`src/rtl/main_control_fsm.sv`:
```
// Multicycle main controller: sequences FETCH/DECODE/execute/writeback and drives datapath controls.
// Optional macro MEM_WAIT_EN adds mem_ready and stalls FETCH/MEMREAD/MEMWRITE until memory is done.
module main_control_fsm #(
  parameter int STATE_W    = 4,
  parameter int ALU_CTRL_W = 2
) (
  input  logic                  clk,
  input  logic                  rst,
  input  logic [1:0]            op,
  input  logic [5:0]            funct,
  input  logic [3:0]            rd,
`ifdef MEM_WAIT_EN
  input  logic                  mem_ready,
`endif
  output logic                  pcs,
  output logic                  reg_w,
  output logic                  mem_w,
  output logic [1:0]            flag_w,
  output logic                  no_write,
  output logic                  next_pc,
  output logic                  ir_write,
  output logic                  adr_src,
  output logic                  alu_src_a,
  output logic [1:0]            alu_src_b,
  output logic [1:0]            result_src,
  output logic [1:0]            imm_src,
  output logic [1:0]            reg_src,
  output logic [ALU_CTRL_W-1:0] alu_control,
  output logic [STATE_W-1:0]    state
);

  typedef enum logic [STATE_W-1:0] {
    FETCH    = STATE_W'(0),
    DECODE   = STATE_W'(1),
    MEMADR   = STATE_W'(2),
    MEMREAD  = STATE_W'(3),
    MEMWB    = STATE_W'(4),
    MEMWRITE = STATE_W'(5),
    EXECUTER = STATE_W'(6),
    EXECUTEI = STATE_W'(7),
    ALUWB    = STATE_W'(8),
    BRANCH   = STATE_W'(9)
  } state_t;

  state_t state_q, state_d;

  logic       mem_ok;
  logic       alu_op, branch;
  logic       reg_w_c, mem_w_c, next_pc_c, ir_write_c, adr_src_c, alu_src_a_c;
  logic [1:0] alu_src_b_c, result_src_c, flag_w_c, alu_ctl_c;
  logic       no_write_c, is_cmp;

`ifdef MEM_WAIT_EN
  assign mem_ok = mem_ready;
`else
  assign mem_ok = 1'b1;
`endif

  always_ff @(posedge clk or negedge rst) begin
    if (!rst) state_q <= FETCH;
    else      state_q <= state_d;
  end

  always_comb begin
    state_d      = FETCH;
    alu_op       = 1'b0;
    branch       = 1'b0;
    reg_w_c      = 1'b0;
    mem_w_c      = 1'b0;
    next_pc_c    = 1'b0;
    ir_write_c   = 1'b0;
    adr_src_c    = 1'b0;
    alu_src_a_c  = 1'b0;
    alu_src_b_c  = 2'b00;
    result_src_c = 2'b00;
    case (state_q)
      FETCH: begin
        ir_write_c   = mem_ok;
        next_pc_c    = mem_ok;
        alu_src_a_c  = 1'b1;
        alu_src_b_c  = 2'b10;
        result_src_c = 2'b10;
        state_d      = mem_ok ? DECODE : FETCH;
      end
      DECODE: begin
        alu_src_a_c  = 1'b1;
        alu_src_b_c  = 2'b10;
        result_src_c = 2'b10;
        case (op)
          2'b00:   state_d = funct[5] ? EXECUTEI : EXECUTER;
          2'b01:   state_d = MEMADR;
          2'b10:   state_d = BRANCH;
          default: state_d = FETCH;
        endcase
      end
      MEMADR: begin
        alu_src_b_c = 2'b01;
        state_d     = funct[0] ? MEMREAD : MEMWRITE;
      end
      MEMREAD: begin
        adr_src_c = 1'b1;
        state_d   = mem_ok ? MEMWB : MEMREAD;
      end
      MEMWB: begin
        result_src_c = 2'b01;
        reg_w_c      = 1'b1;
      end
      MEMWRITE: begin
        adr_src_c = 1'b1;
        mem_w_c   = mem_ok;
        state_d   = mem_ok ? FETCH : MEMWRITE;
      end
      EXECUTER: begin
        alu_op  = 1'b1;
        state_d = ALUWB;
      end
      EXECUTEI: begin
        alu_src_b_c = 2'b01;
        alu_op      = 1'b1;
        state_d     = ALUWB;
      end
      ALUWB: reg_w_c = 1'b1;
      BRANCH: begin
        alu_src_b_c  = 2'b01;
        result_src_c = 2'b10;
        branch       = 1'b1;
      end
      default: state_d = FETCH;
    endcase
  end

  // CMP is decoded from funct so no_write stays asserted into ALUWB.
  assign is_cmp = (funct[4:1] == 4'b1010);

  always_comb begin
    alu_ctl_c  = 2'b00;
    flag_w_c   = 2'b00;
    no_write_c = is_cmp &&
                 (state_q == EXECUTER || state_q == EXECUTEI || state_q == ALUWB);
    if (alu_op) begin
      case (funct[4:1])
        4'b0100: begin alu_ctl_c = 2'b00; flag_w_c = funct[0] ? 2'b11 : 2'b00; end
        4'b0010: begin alu_ctl_c = 2'b01; flag_w_c = funct[0] ? 2'b11 : 2'b00; end
        4'b0000: begin alu_ctl_c = 2'b10; flag_w_c = funct[0] ? 2'b10 : 2'b00; end
        4'b1100: begin alu_ctl_c = 2'b11; flag_w_c = funct[0] ? 2'b10 : 2'b00; end
        4'b1010: begin alu_ctl_c = 2'b01; flag_w_c = 2'b11; end
        default: begin alu_ctl_c = 2'b00; flag_w_c = 2'b00; end
      endcase
    end
  end

  // Everything but state is held at zero while reset is asserted.
  always_comb begin
    pcs         = 1'b0;
    reg_w       = 1'b0;
    mem_w       = 1'b0;
    flag_w      = 2'b00;
    no_write    = 1'b0;
    next_pc     = 1'b0;
    ir_write    = 1'b0;
    adr_src     = 1'b0;
    alu_src_a   = 1'b0;
    alu_src_b   = 2'b00;
    result_src  = 2'b00;
    imm_src     = 2'b00;
    reg_src     = 2'b00;
    alu_control = '0;
    if (rst) begin
      pcs            = (reg_w_c && rd == 4'hF) || branch;
      reg_w          = reg_w_c;
      mem_w          = mem_w_c;
      flag_w         = flag_w_c;
      no_write       = no_write_c;
      next_pc        = next_pc_c;
      ir_write       = ir_write_c;
      adr_src        = adr_src_c;
      alu_src_a      = alu_src_a_c;
      alu_src_b      = alu_src_b_c;
      result_src     = result_src_c;
      imm_src        = op;
      reg_src        = {op == 2'b01, op == 2'b10};
      alu_control[1:0] = alu_ctl_c;
    end
  end

  assign state = state_q;

endmodule

```
`config.mk`:
```
export PLATFORM = sky130hd
export DESIGN_NAME = main_control_fsm
export DESIGN_NICKNAME = d
export VERILOG_FILES = /design/src/rtl/main_control_fsm.sv
export SDC_FILE = /design/constraint.sdc
export NUM_CORES = 1
export LEC_CHECK = 0
export CAP_MARGIN = 5
export CORE_MARGIN = 4
export CORE_UTILIZATION = 35
export CTS_CLUSTER_SIZE = 40
export DETAILED_ROUTE_END_ITERATION = 6
export PLACE_DENSITY = 0.84
export RECOVER_POWER = 25
export SLEW_MARGIN = 20
export SYNTH_ARGS = -nofsm -noshare
export SYNTH_HDL_FRONTEND = slang
export SYNTH_SLANG_ARGS = --single-unit
```
`constraint.sdc`:
```
create_clock -name clk -period 2.74 [get_ports clk]
set_clock_uncertainty 0.15 [all_clocks]
set_input_delay 0.411 -clock clk [delete_from_list [all_inputs] [get_ports clk]]
set_output_delay 0.411 -clock clk [all_outputs]
set_load 0.1 [all_outputs]
```
==> flow_metrics.py, run 1 <==
metrics = {
    "status": {
        "outcome": "finished clean",
    },
    "detailed_routing": {
        "routed_wl_um": 2180,
        "top_layer_used": "met4",
        "routed-wl-met3_um": 167,
        "wirelength_met1_um": 772,
        "wl_met2_um": 1190,
        "drtPass1Iterations": 4,
        "viasPerCell": 5.87,
        "drt.antenna.violating_nets": 0,
        "via_count": 716,
        "wl_per_cell_um": 17.8,
        "drc": 0,
        "first_iter_violations": 18,
    },
    "sta": {
        "maxSlewViolCount": 0,
        "worstMarginPinSlew_ns": 0.384,
        "maxSlewHeadroom": 0.742,
        "rsz0062_at_grt": "no",
        "post-route-period-util": 0.948,
        "timing.fmax_ghz": 0.385,
        "final-setup-viol-count": 0,
        "fin_crit_ns": 2.60,
        "hold_viol": 0,
        "whs_ns": 0.441,
    },
    "hold_path": {
        "min-delay-path-class": "reg -> reg",
    },
    "setup_path": {
        "arrival_ns": 2.04,
        "crit_path_max_fanout": 4,
        "crit_family": "buffers and inverters",
        "cp_num_buf_inv": 2,
        "crit_required_ns": 2.18,
        "r2r_setup_slack_ns": 1.49,
        "critPathLaunchType": "input pin",
        "path_cells": "dlygate4sd3_1 -> nand2b_4 -> or3_4 -> a2111oi_4 -> buf_12",
        "slowest_stage": "dlygate4sd3_1",
        "critical_path_class": "in -> out",
        "endpoint_kind": "output port",
        "slowest_delay_ns": 0.61,
    },
    "grt": {
        "grt_max_degree": 16,
        "globalRouteTotalUtil": 0.237,
        "grt_pass1_vias": 719,
        "overflow": 0,
        "grt_pass1_wl_um": 3400,
        "antenna_found_initial": 0,
    },
    "place": {
        "post_dp_cell_area_sq_um": 1200,
        "io_buffer_count": 37,
        "gp_congestion": 0.761,
        "dp_cells": 119,
        "dp_hpwl_um": 1680,
    },
    "clocking": {
        "ctsHtreeMaxLevel": 1,
        "clock_path_buffers": 2,
        "clk_pin_slew_worst_paths_ns": 0.04,
        "cts_buffers": 3,
        "cts_resized": 0,
        "hold_buffers": 0,
        "insertion_delay_ns": 0.25,
        "post-cts-setup-buffers": 0,
        "cts_sinks": 4,
        "cts_tree": "built",
        "root_buffer": "clkbuf_4",
    },
    "final_layout": {
        "fin_nets": 123,
        "stdcell_area_sq_um": 1220,
        "area_growth_pct": 144,
        "fin_cells": 122,
        "antennaDiodeCount": 0,
        "fillers": 53,
        "largest_reg_flops": 4,
        "drive_gt1_frac": 0.486,
    },
    "logic_synthesis": {
        "syn_avg_cell_area_sq_um": 7.17,
        "netlist_instances": 70,
        "ys_seq_area_frac": 0.200,
        "synth.ff_latch_count": 4,
        "synth.distinct_cells": 29,
        "netlist_area_sq_um": 502,
        "syn_nets": 84,
        "yosysWarningCount": 0,
    },
    "floorplan": {
        "dieArea_sq_um": 2100,
        "core_sq_um": 1330,
        "io_pins": 38,
        "num_rows": 13,
        "start_util": 0.376,
        "die_h_um": 45.9,
        "die_w_um": 45.9,
    },
    "job": {
        "maxCapViolations": 0,
    },
}
[cell usage after synthesis (all sizes together)]
library cell	n	area [sq um]
a2111oi	1	15.0
a211oi	1	7.51
a21oi	7	35.0
a22oi	1	7.51
a31oi	1	6.26
a32oi	1	8.76
a41oi	1	8.76
and2	2	12.5
and3	1	6.26
buf	3	20.0
clkbuf	3	11.3
dfrtp	4	100
inv	2	7.51
nand2	3	11.3
nand2b	5	33.8
nand3b	1	7.51
nand4b	2	17.5
nor2	7	26.3
nor2b	8	50.1
nor3	5	25.0
nor3b	2	15.0
nor4	1	6.26
nor4bb	1	10.0
o21ai	3	15.0
or3	1	11.3
xnor2	2	17.5
xor2	1	8.76
[layer usage]
metal / track usage / vias to the layer above
li1: - / 324
met1: 0.232 / 343
met2: 0.429 / 42
met3: 0.0672 / 7
met4: 0.142 / 0
met5: 0 / -
[kinds of logic (layout without fill, tap and decap cells)]
logic type | Yosys count | in the layout | share of synthesized area
compound gates | 16 | 16 | 0.207
xor+xnor | 3 | 3 | 0.0524
simple gates | 39 | 39 | 0.464
flops | 4 | 4 | 0.200
buf+inv | 8 | 45 | 0.0773
[stage by stage]
step / utilization / TNS, ns / setup WS, ns
4_1_cts: 0.918 / 0 / 0.223
3_5_place_dp: 0.902 / 0 / 0.226
2_1_floorplan: - / -0.467 / -0.263
3_3_place_gp: 0.902 / 0 / 0.246
6_report: 0.918 / 0 / 0.142
5_1_grt: 0.918 / 0 / 0.131
[layout by cell type (no fill, tap or decap), types with 2 or more instances in the layout]
| cell type | synthesis | final |
|---|---|---|
| and2_1 | 2 | 2 |
| nand2_1 | 3 | 3 |
| o21ai_0 | 3 | 2 |
| nor3b_1 | 2 | 2 |
| dlygate4sd3_1 | 0 | 2 |
| dfrtp_4 | 0 | 4 |
| a21oi_1 | 7 | 4 |
| nand2b_1 | 4 | 3 |
| nor3_1 | 5 | 2 |
| nand4b_1 | 2 | 2 |
| clkdlybuf4s50_1 | 0 | 11 |
| nor3_4 | 0 | 3 |
| buf_4 | 2 | 7 |
| nand2b_4 | 0 | 2 |
| nor2_2 | 0 | 3 |
| nor2b_2 | 0 | 3 |
| clkbuf_4 | 0 | 3 |
| buf_12 | 0 | 20 |
| xnor2_1 | 2 | 2 |
| a21oi_2 | 0 | 3 |
| nor2_1 | 7 | 4 |
| inv_1 | 2 | 2 |
| nor2b_1 | 8 | 5 |
[worst register-to-register path: stages, from the launching register on]
cell and delay, ns:
dfrtp_4 0.57, nor2_1 0.18, nand4b_1 0.11, a21oi_1 0.16
[area by class of cell]
class	count	area (sq um)	share of cell area
Multi-Input combinational cell	58	478	0.390
Timing Repair Buffer	40	583	0.476
Sequential cell	4	115	0.0940
Inverter	2	7.51	0.00613
Tap cell	15	18.8	0.0153
Clock buffer	3	22.5	0.0184
[final timing paths]
path | to | from | cells after the start
worst max-delay path | flag_w[1] | rst | 5
worst min register to register | state[0] | state[3] | 1
worst max register to register | state[3] | state[1] | 3
min in group asynchronous | state[0] | rst | 2
max in group asynchronous | state[1] | rst | 2
worst min-delay path | state[0] | state[3] | 1
Power of run 1 is not shown: default switching activity piles up to over one toggle a cycle in this logic, so the estimate is an artifact.
==> run 2: changes to the inputs <==
Settings changed: ABC_CLOCK_PERIOD_IN_PS set to 2740.
==> results of run 2 <==
No change in the layout: final DEF, timing and power equal those of run 1.
Power of run 2 is left out for the same reason.
